===== src/rtl/pc_kbd_pkg.sv =====
// Shared types and constants for the XT keyboard receiver.
// Frame layout and timeout counter sizing live here.
package pc_kbd_pkg;

    typedef enum logic [1:0] {
        IDLE  = 2'd0,
        SHIFT = 2'd1,
        FULL  = 2'd2
    } kbd_state_t;

    localparam int   KBD_DATA_BITS = 8;
    localparam logic KBD_START_BIT = 1'b1;

    function automatic int tmo_width(input int cycles);
        return (cycles < 2) ? 1 : $clog2(cycles);
    endfunction

endpackage


===== src/rtl/pc_kbd_line_filter.sv =====
// Synchroniser and glitch filter for one keyboard line.
// Emits the filtered level and a one-cycle strobe on its falling edge.
module pc_kbd_line_filter #(
    parameter int SYNC_STAGES   = 2,
    parameter int FILTER_CYCLES = 4
) (
    input  logic clk,
    input  logic reset,
    input  logic line_in,
    output logic level,
    output logic fall
);

    localparam int CW = (FILTER_CYCLES < 2) ? 1 : $clog2(FILTER_CYCLES);

    logic [SYNC_STAGES-1:0] sync_q;
    logic [CW-1:0]          run_cnt;
    logic                   synced;

    assign synced = sync_q[SYNC_STAGES-1];

    // Metastability chain; idle keyboard lines float high.
    always_ff @(posedge clk) begin
        if (reset) sync_q <= '1;
        else       sync_q <= {sync_q[SYNC_STAGES-2:0], line_in};
    end

    // Flip the level only after a full run of differing samples.
    always_ff @(posedge clk) begin
        if (reset) begin
            level   <= 1'b1;
            run_cnt <= '0;
            fall    <= 1'b0;
        end else begin
            fall <= 1'b0;
            if (synced == level) begin
                run_cnt <= '0;
            end else if (run_cnt == CW'(FILTER_CYCLES - 1)) begin
                level   <= synced;
                run_cnt <= '0;
                fall    <= ~synced;
            end else begin
                run_cnt <= run_cnt + 1'b1;
            end
        end
    end

endmodule


===== src/rtl/pc_kbd_xt_receiver.sv =====
// XT keyboard frame receiver feeding PPI port A and IRQ1.
// Obeys PB6 (clock hold) and PB7 (clear/acknowledge).
module pc_kbd_xt_receiver
    import pc_kbd_pkg::*;
#(
    parameter int SYNC_STAGES    = 2,
    parameter int FILTER_CYCLES  = 4,
    parameter int TIMEOUT_CYCLES = 10000
) (
    input  logic       clk,
    input  logic       reset,
    input  logic       kbd_clk_in,
    input  logic       kbd_data_in,
    input  logic       pb6_clk_enable,
    input  logic       pb7_clear,
    output logic [7:0] scancode,
    output logic       irq1,
    output logic       kbd_clk_oe,
    output logic       kbd_data_oe,
    output logic       frame_err
);

    localparam int TW = tmo_width(TIMEOUT_CYCLES);

    kbd_state_t               state, state_n;
    logic [2:0]               bit_cnt, bit_cnt_n;
    logic [KBD_DATA_BITS-1:0] shift, shift_n, scancode_n;
    logic [TW-1:0]            tmo_cnt, tmo_n;
    logic                     irq1_n, data_oe_n, frame_err_n;
    logic [SYNC_STAGES-1:0]   data_sync;
    logic                     clk_level, clk_fall;
    logic                     data_bit, sample;

    pc_kbd_line_filter #(
        .SYNC_STAGES  (SYNC_STAGES),
        .FILTER_CYCLES(FILTER_CYCLES)
    ) u_clk_filter (
        .clk    (clk),
        .reset  (reset),
        .line_in(kbd_clk_in),
        .level  (clk_level),
        .fall   (clk_fall)
    );

    assign data_bit = data_sync[SYNC_STAGES-1];
    // While we hold the clock low ourselves, edges are not keyboard bits.
    assign sample   = clk_fall & ~clk_level & ~kbd_clk_oe;

    // Plain synchroniser for the data line.
    always_ff @(posedge clk) begin
        if (reset) data_sync <= '1;
        else       data_sync <= {data_sync[SYNC_STAGES-2:0], kbd_data_in};
    end

    // Frame FSM next-state and output decode.
    always_comb begin
        state_n     = state;
        bit_cnt_n   = bit_cnt;
        shift_n     = shift;
        tmo_n       = tmo_cnt;
        scancode_n  = scancode;
        irq1_n      = irq1;
        data_oe_n   = kbd_data_oe;
        frame_err_n = 1'b0;
        if (pb7_clear) begin
            state_n    = IDLE;
            bit_cnt_n  = '0;
            shift_n    = '0;
            tmo_n      = '0;
            scancode_n = '0;
            irq1_n     = 1'b0;
            data_oe_n  = 1'b0;
        end else begin
            unique case (state)
                IDLE: begin
                    tmo_n = '0;
                    if (sample && data_bit == KBD_START_BIT) begin
                        state_n   = SHIFT;
                        bit_cnt_n = '0;
                    end
                end
                SHIFT: begin
                    if (sample) begin
                        shift_n   = {data_bit, shift[KBD_DATA_BITS-1:1]};
                        bit_cnt_n = bit_cnt + 3'd1;
                        tmo_n     = '0;
                        if (bit_cnt == 3'(KBD_DATA_BITS - 1)) begin
                            scancode_n = {data_bit, shift[KBD_DATA_BITS-1:1]};
                            irq1_n     = 1'b1;
                            data_oe_n  = 1'b1;
                            state_n    = FULL;
                        end
                    end else if (tmo_cnt == TW'(TIMEOUT_CYCLES - 1)) begin
                        state_n     = IDLE;
                        shift_n     = '0;
                        bit_cnt_n   = '0;
                        tmo_n       = '0;
                        frame_err_n = 1'b1;
                    end else if (tmo_cnt != '1) begin
                        tmo_n = tmo_cnt + 1'b1;
                    end
                end
                FULL: begin
                    irq1_n    = 1'b1;
                    data_oe_n = 1'b1;
                end
                default: state_n = IDLE;
            endcase
        end
    end

    // Receiver state and registered outputs.
    always_ff @(posedge clk) begin
        if (reset) begin
            state       <= IDLE;
            bit_cnt     <= '0;
            shift       <= '0;
            tmo_cnt     <= '0;
            scancode    <= '0;
            irq1        <= 1'b0;
            kbd_data_oe <= 1'b0;
            frame_err   <= 1'b0;
            kbd_clk_oe  <= 1'b0;
        end else begin
            state       <= state_n;
            bit_cnt     <= bit_cnt_n;
            shift       <= shift_n;
            tmo_cnt     <= tmo_n;
            scancode    <= scancode_n;
            irq1        <= irq1_n;
            kbd_data_oe <= data_oe_n;
            frame_err   <= frame_err_n;
            kbd_clk_oe  <= ~pb6_clk_enable;
        end
    end

endmodule


===== config.mk =====
export PLATFORM = sky130hd
export DESIGN_NAME = pc_kbd_xt_receiver
export DESIGN_NICKNAME = d
export VERILOG_FILES = /design/src/rtl/pc_kbd_pkg.sv /design/src/rtl/pc_kbd_line_filter.sv /design/src/rtl/pc_kbd_xt_receiver.sv
export SDC_FILE = /design/constraint.sdc
export NUM_CORES = 1
export LEC_CHECK = 0
export ABC_AREA = 1
export CAP_MARGIN = 20
export CORE_MARGIN = 2
export CORE_UTILIZATION = 35
export DETAILED_ROUTE_END_ITERATION = 16
export GPL_ROUTABILITY_DRIVEN = 0
export PLACE_DENSITY = 0.64
export SYNTH_ARGS = -nofsm -noshare
export SYNTH_HDL_FRONTEND = slang
export SYNTH_HIERARCHICAL = 1
export SYNTH_SLANG_ARGS = --single-unit

===== constraint.sdc =====
create_clock -name clk -period 4.05 [get_ports clk]
set_input_delay 1.215 -clock clk [delete_from_list [all_inputs] [get_ports clk]]
set_output_delay 1.215 -clock clk [all_outputs]
set_load 0.1 [all_outputs]

Word-level counts from Yosys, hierarchy flattened
Index checks and enable logic that the tools add are counted.
- multiply operators: 0
- bitwise gates (word level): 10
- muxes and demuxes: 19
- eq/ne operators: 13
- add/subtract/negate cells: 3
- divide/modulo/power cells: 0
- order comparisons: 0
- reductions and logical operators: 16
- shift operators: 0
- operators by type and width (kind ; count):
    2-to-1 mux 14 bit ; 3
    one-hot mux 14 bit (2 select lines) ; 1
    2-to-1 mux 8 bit ; 2
    adder 14 x 1 -> 14 bit (second input constant) ; 1
    == test 14 bit (second input constant) ; 1
    inequality test 14 bit (second input constant) ; 1
    2-to-1 mux 3 bit ; 3
    AND reduction 3 bit ; 3
    2-to-1 mux 2 bit ; 4
    NOT 1 bit ; 8
    inequality test 2 bit (second input constant) ; 3
    inequality test 3 bit (second input constant) ; 2
    one-hot mux 2 bit (3 select lines) ; 1
    one-hot mux 3 bit (2 select lines) ; 1
    AND reduction 2 bit ; 3
    nonzero test 2 bit ; 3
    OR reduction 3 bit ; 2
    == test 2 bit (second input constant) ; 2
    inequality test 4 bit (second input constant) ; 1
    AND reduction 4 bit ; 1
    OR reduction 4 bit ; 1
    adder 3 x 1 -> 3 bit (second input constant) ; 1
    == test 3 bit (second input constant) ; 1
    2-to-1 mux 1 bit ; 3
    other kinds (8) ; 9
- ROM bits: 0
- memories: 0
- input bits: 6
- memory bits (writable): 0
- flip-flop bits (word level): 46
- logic and storage cells: 74
- latch bits: 0

Longest topological paths before layout
Gate-level depths: netlist (run 1).
- depth in word-level cells: 6
- mapped depth: 11

Cells and area by module
Netlist (run 1), hierarchy kept.
- by module, submodules not included (module ; cells an instance ; sequential area each (µm²) ; area an instance (µm²) ; instances):
    pc_kbd_xt_receiver ; 300 ; 780.7 ; 2080.7 ; 1
    pc_kbd_line_filter ; 24 ; 120.1 ; 215.2 ; 1

Worst setup path before layout (run 1)
Ideal clock, no wire load.
- kind: register to output
- start: register kbd_data_oe
- end: output port kbd_data_oe
- path slack: 1462 ps
- buffers on the path: 1
- stages on the path, launching flop included: 2
- arrival: 1373 ps
- cells stage by stage: dfxtp_1 -> buf_4
- RTL lines (element ; line ; RTL):
    from (decl) ; pc_kbd_xt_receiver.sv:19 ; output logic kbd_data_oe,
    from (signal assigned) ; pc_kbd_xt_receiver.sv:131 ; kbd_data_oe <= data_oe_n;
No word-level cell between the ends.

==> results of run 1 <==
synth_stat cells (3+ instances only):
master and n:
nand2_1 75, dfxtp_1 45, nor2_1 45, inv_1 34
nand3_1 28, a21oi_1 14, o21ai_0 12, nor2_2 11
nand2_2 8, inv_2 6, ha_1 5, nor2_4 5
or2_2 5, a21oi_2 4, nand2_4 4, nor3_1 4
buf_2 3, nand3_2 3
stage by stage:
stage | hold WS [ns] | worst slack [ns] | power (uW) | cell area, um^2 | utilization, %
floorplan | 0.389 | 1.46 | 470 | 2300 | -
global placement | 0.396 | 1.36 | 479 | 2530 | 39.8
detailed placement | 0.396 | 1.29 | 479 | 2530 | 39.8
CTS | 0.416 | 1.04 | 771 | 2620 | 41.3
global route | 0.430 | 0.996 | 795 | 2620 | 41.3
finish | 0.412 | 1.04 | 761 | 2620 | 41.3
per-layer routing:
metal	vias to the layer above	global-route usage [%]	wire (um)
met2	45	20.7	1940
li1	1046	-	-
met3	5	2.33	214
met4	0	3.90	52
met1	862	18.5	2240
met5	-	0	0
power by group:
group	switching (uW)	total [uW]	leakage (uW)	internal, uW
sequential	1.40	446	0.000364	445
combinational	14.0	22.6	0.000649	8.67
clock	153	292	0.0000512	138
total	169	761	0.00106	592
layout make-up:
cell class | instances | area share [%]
clock buffers | 6 | 3.15
clock inverters | 2 | 0.525
inverters | 40 | 5.72
multi-input cells | 232 | 45.8
flip-flops and latches | 45 | 34.3
well taps | 77 | 3.67
repair buffers | 18 | 6.77
logic make-up after synthesis:
logic type                 after synthesis  synth area share (%)
and+or+nand+nor                        193                  41.3
buffers and inverters                   47                  8.39
DFF                                     45                  39.2
AOI/OAI and AO/OA                       34                  8.39
adders and majority gates                5                  2.72
sequential cells by signal, indices dropped and copies added, names as in the netlist:
register / cells
bit_cnt: 3
data_sync: 2
frame_err: 1
kbd_clk_oe: 1
kbd_data_oe: 1
scancode: 8
shift: 7
state: 2
tmo_cnt: 14
u_clk_filter/fall: 1
u_clk_filter/level: 1
u_clk_filter/run_cnt: 2
u_clk_filter/sync_q: 2
how the worst max path moves through the flow:
| stage | startpoint | endpoint | slack, ns | cells past startpoint |
|---|---|---|---|---|
| finish | kbd_data_oe$_SDFFE_PP0P_ | irq1 | 1.04 | 1 |
| CTS | kbd_data_oe$_SDFFE_PP0P_ | irq1 | 1.04 | 1 |
| global route | kbd_data_oe$_SDFFE_PP0P_ | irq1 | 1.0 | 1 |
| detailed placement | reset | frame_err$_SDFF_PP0_ | 1.29 | 5 |
| global placement | reset | frame_err$_SDFF_PP0_ | 1.36 | 5 |
| floorplan | kbd_data_oe$_SDFFE_PP0P_ | kbd_data_oe | 1.46 | 1 |
==> impl_metrics.csv, run 1 <==
group,metric,value,unit
yosys,syn_inst,324,
timing,hold_viol,0,
finish,multi_input_area,0.00120,mm^2
yosys,synthTopCellsByArea,"dfxtp_1 39%, nand2_1 12%, nor2_1 7.4%, nand3_1 6.1%, inv_1 5.6%",
yosys,yosysWarnings,6,
clocking,cts_tree,"built",
routing,wl,4450,um
worst_setup_path,crit_chain,"clkdlybuf4s50_1",
global_routing,antenna_found_initial,0,
floorplanning,dieHeight,85.0,um
worst_setup_path,r2r_cells,10,
yosys,async_flop_share,0,%
floorplanning,num_rows,29,
finish,layout_common_cells,"75 x nand2_1, 45 x nor2_1, 45 x dfxtp_1, 34 x inv_1, 28 x nand3_1",
clocking,post_cts_resize_count,0,
global_routing,grt_first_pass_wirelength,7850,um
worst_setup_path,r2r-start,"tmo_cnt[0]$_SDFFE_PP0P_",
routing,vias,1958,
flow_run,cap_violations,0,
worst_setup_path,path_class,"register to output port",
yosys,ys_types,29,
routing,drt-wirelength-per-cell,10.6,um
timing,worstMarginPinSlew,0.971,ns
worst_setup_path,ff2ff_setup_slack,2.26,ns
power_and_ir_drop,powerDensity,290,mW/mm^2
floorplanning,start_util,36.2,%
global_routing,overflow,0,
worst_setup_path,start_kind,"register",
floorplanning,die_w,85.0,um
global_routing,grt_use_total,13.2,%
hold_path,hp-class,"register to register",
hold_path,min-delay-start,"u_clk_filter/sync_q[0]$_SDFF_PP1_",
clocking,path_clk_slew,0.09,ns
worst_setup_path,cp.arrival,1.79,ns
timing,post-route-period-util,74.3,%
worst_setup_path,crit_buf_inv,1,
timing,worst_clock_skew,0.0113,ns
clocking,clock_path_buffers,2,
hold_path,whs_path_depth,1,
placed_design,hpwlAfterDp,3250,um
timing,max_freq,333,MHz
yosys,synth_area,0.00230,mm^2
worst_setup_path,path_max_fanout,3,
routing,first_pass_iters,5,
placed_design,dp_cells,412,
clocking,cts_hold_buf,0,
timing,tns,0,ns
worst_setup_path,required,2.83,ns
finish,n_antenna_cell,0,
yosys,yosysTopAreaCell,"dfxtp_1",
worst_setup_path,cp_slowest_cell,"clkdlybuf4s50_1",
global_routing,grt_max_degree,23,
timing,final.min_clock_period,3.01,ns
power_and_ir_drop,total_leakage_power,0.00106,uW
hold_path,min_to,"u_clk_filter/sync_q[1]$_SDFF_PP1_",
worst_setup_path,cp-end-kind,"output port",
clocking,cts_root_buf,"clkbuf_8",
timing,drv_slew,0,
yosys,ys.flop_type,"dfxtp_1",
routing,drc,0,
yosys,netlist.area_leader.share,39.2,%
floorplanning,core_area,0.00635,mm^2
clocking,clock-sinks,45,
yosys,avgSynthCellArea,7.09,um^2
yosys,synth_edf_count,0,
timing,finalSetupViolCount,0,
clocking,cts_setup_buffers,0,
power_and_ir_drop,vdd_drop_max,0.154,mV
finish,final_common_cell,"nand2_1",
yosys,ys_ff_latch,45,
worst_setup_path,slowest_delay,1.14,ns
timing,timing.slew.headroom,35.1,%
routing,ant_nets,0,
global_routing,grt_pass1_vias,1773,
outcome,status,"finished clean",
worst_setup_path,rr_endpoint,"tmo_cnt[7]$_SDFFE_PP0P_",
placed_design,port_buffers,17,
routing,drtIter0Drc,125,
finish,layout.cells.non_filler,420,
finish,nets,353,
finish,area_growth,14.3,%
clocking,clock_latency,0.30,ns
floorplanning,die-area,0.00722,mm^2
finish,nFillCells,665,
routing,via_per_inst,4.66,
clocking,numCtsBuffers,5,
worst_setup_path,cpLargestDelayFamily,"buffers and inverters",
finish,regArea,901,um^2
finish,drive_gt1_share,16.9,%
floorplanning,ios,18,
timing,rsz0062_at_grt,"no",
yosys,ys_seq_area_share,39.2,%
clocking,htree_levels,2,
yosys,syn_nets,335,
(Power assumes the default switching activity.)
==> inputs of run 2 (changes only) <==
==> constraint.sdc (replaced) <==
create_clock -name clk -period 2.9 [get_ports clk]
set_input_delay 0.87 -clock clk [delete_from_list [all_inputs] [get_ports clk]]
set_output_delay 0.87 -clock clk [all_outputs]
set_load 0.1 [all_outputs]
==> run 2 against run 1 <==
  * Setup slack worse by 0.13 ns
  * Non-clock buffer count is 1 higher
  * Core utilization is 0.45 points lower
  * Power is 39% higher
  * Wire length is 1.3% lower
  * Clock power is 37% higher
  * Largest cell class unchanged
  * Global-route usage is 0.20 points lower
  * Largest power group unchanged
  * First-iteration DRC count is 2.4% higher
  * Hold slack better by 0.00094 ns
==> impl_metrics.csv, run 2 (synthesis gave the netlist of run 1 again) <==
group,metric,value,unit
floorplanning,die_w,85.0,um
finish,nets,354,
clocking,clock_latency,0.31,ns
finish,final_common_cell,"nand2_1",
clocking,post_cts_resize_count,0,
power_and_ir_drop,total_leakage_power,0.00109,uW
worst_setup_path,r2r_cells,7,
timing,timing.slew.headroom,61.4,%
power_and_ir_drop,vdd_drop_max,0.240,mV
clocking,cts_tree,"built",
routing,drtIter0Drc,128,
worst_setup_path,path_max_fanout,15,
flow_run,cap_violations,0,
clocking,numCtsBuffers,5,
worst_setup_path,crit_chain,"clkdlybuf4s50_1, nor2_1, buf_4, inv_1, nor3_1",
finish,layout_common_cells,"75 x nand2_1, 45 x nor2_1, 45 x dfxtp_1, 34 x inv_1, 28 x nand3_1",
hold_path,min-delay-start,"u_clk_filter/sync_q[0]$_SDFF_PP1_",
floorplanning,ios,18,
placed_design,hpwlAfterDp,3260,um
floorplanning,die-area,0.00722,mm^2
worst_setup_path,path_class,"input port to register",
worst_setup_path,slowest_delay,0.55,ns
routing,first_pass_iters,4,
clocking,cts_setup_buffers,0,
timing,worstMarginPinSlew,0.579,ns
worst_setup_path,r2r-start,"u_clk_filter/level$_SDFFE_PP1P_",
hold_path,hp-class,"register to register",
worst_setup_path,startpoint,"reset",
floorplanning,core_area,0.00635,mm^2
worst_setup_path,required,3.08,ns
worst_setup_path,cpLargestDelayFamily,"buffers and inverters",
finish,layout.cells.non_filler,421,
power_and_ir_drop,powerDensity,407,mW/mm^2
clocking,path_clk_slew,0.09,ns
floorplanning,dieHeight,85.0,um
worst_setup_path,cp.depth,5,
hold_path,whs_path_depth,1,
clocking,cts_root_buf,"clkbuf_8",
floorplanning,start_util,36.2,%
finish,area_growth,13.0,%
clocking,clock-sinks,45,
routing,drt-wirelength-per-cell,10.4,um
finish,largest_reg_flops,14,
timing,hold_viol,0,
timing,final.min_clock_period,1.99,ns
global_routing,grt_max_degree,16,
outcome,status,"finished clean",
floorplanning,num_rows,29,
timing,worst_clock_skew,0.00849,ns
routing,drc,0,
finish,top_register,"tmo_cnt",
timing,max_freq,502,MHz
timing,drv_slew,0,
clocking,cts_hold_buf,0,
placed_design,port_buffers,17,
routing,wl,4390,um
routing,ant_nets,0,
worst_setup_path,cp-end-kind,"register",
global_routing,grt_use_total,13.0,%
timing,rsz0062_at_grt,"no",
routing,via_per_inst,4.70,
timing,finalSetupViolCount,0,
global_routing,grt_first_pass_wirelength,7760,um
finish,reg_top3,"tmo_cnt: 14 flops, scancode: 8 flops, shift: 7 flops",
placed_design,dp_cells,413,
timing,tns,0,ns
global_routing,antenna_found_initial,0,
worst_setup_path,cp.arrival,2.17,ns
clocking,htree_levels,2,
clocking,clock_path_buffers,2,
finish,drive_gt1_share,20.6,%
finish,n_antenna_cell,0,
worst_setup_path,crit_buf_inv,3,
routing,vias,1978,
global_routing,overflow,0,
worst_setup_path,cp_slowest_cell,"clkdlybuf4s50_1",
timing,post-route-period-util,68.7,%
worst_setup_path,start_kind,"input port",
global_routing,grt_pass1_vias,1754,
run 2: metal layers:
metal | track usage [%] | wire length, um
met4 | 3.90 | 30
met5 | 0 | 0
met3 | 3.11 | 158
met1 | 17.5 | 2210
met2 | 20.7 | 1990
run 2: power by group:
part | internal [uW] | total, uW | leakage, uW | switching [uW]
Sequential | 621 | 623 | 0.000364 | 1.98
Clock | 171 | 401 | 0.0000445 | 229
Combinational | 12.8 | 32.6 | 0.000679 | 19.8
Total | 805 | 1060 | 0.00109 | 251
run 2: area by class of cell:
class	count	area, um^2
inverters	40	150
flip-flops and latches	45	901
multi-input cells	232	1200
fillers	643	3750
clock buffers	5	68.8
repair buffers	19	155
well taps	77	96.3
clock inverters	3	21.3
run 2: path summary, 6_finish.rpt:
path / slack (ns) / end
worst min-delay path: 0.41 / u_clk_filter/sync_q[1]$_SDFF_PP1_
worst min register to register: 0.41 / u_clk_filter/sync_q[1]$_SDFF_PP1_
worst max-delay path: 0.91 / frame_err$_SDFF_PP0_
worst max register to register: 1.13 / kbd_data_oe$_SDFFE_PP0P_
run 2: worst reg2reg max path, delay by kind of cell, from the launching register on:
family / cells / cell delay, ns
flops: 1 / 0.35
simple gates: 3 / 0.74
buf+inv: 2 / 0.39
compound gates: 2 / 0.23
run 2: per-stage QoR:
stage | area [um^2] | setup WS, ns | utilization (%) | hold WS (ns) | power, uW
floorplan | 2300 | 0.657 | - | 0.389 | 657
global placement | 2500 | 0.606 | 39.4 | 0.400 | 670
detailed placement | 2500 | 0.578 | 39.4 | 0.396 | 671
CTS | 2590 | 0.918 | 40.9 | 0.417 | 1080
global route | 2590 | 0.758 | 40.9 | 0.442 | 1100
finish | 2590 | 0.909 | 40.9 | 0.413 | 1060
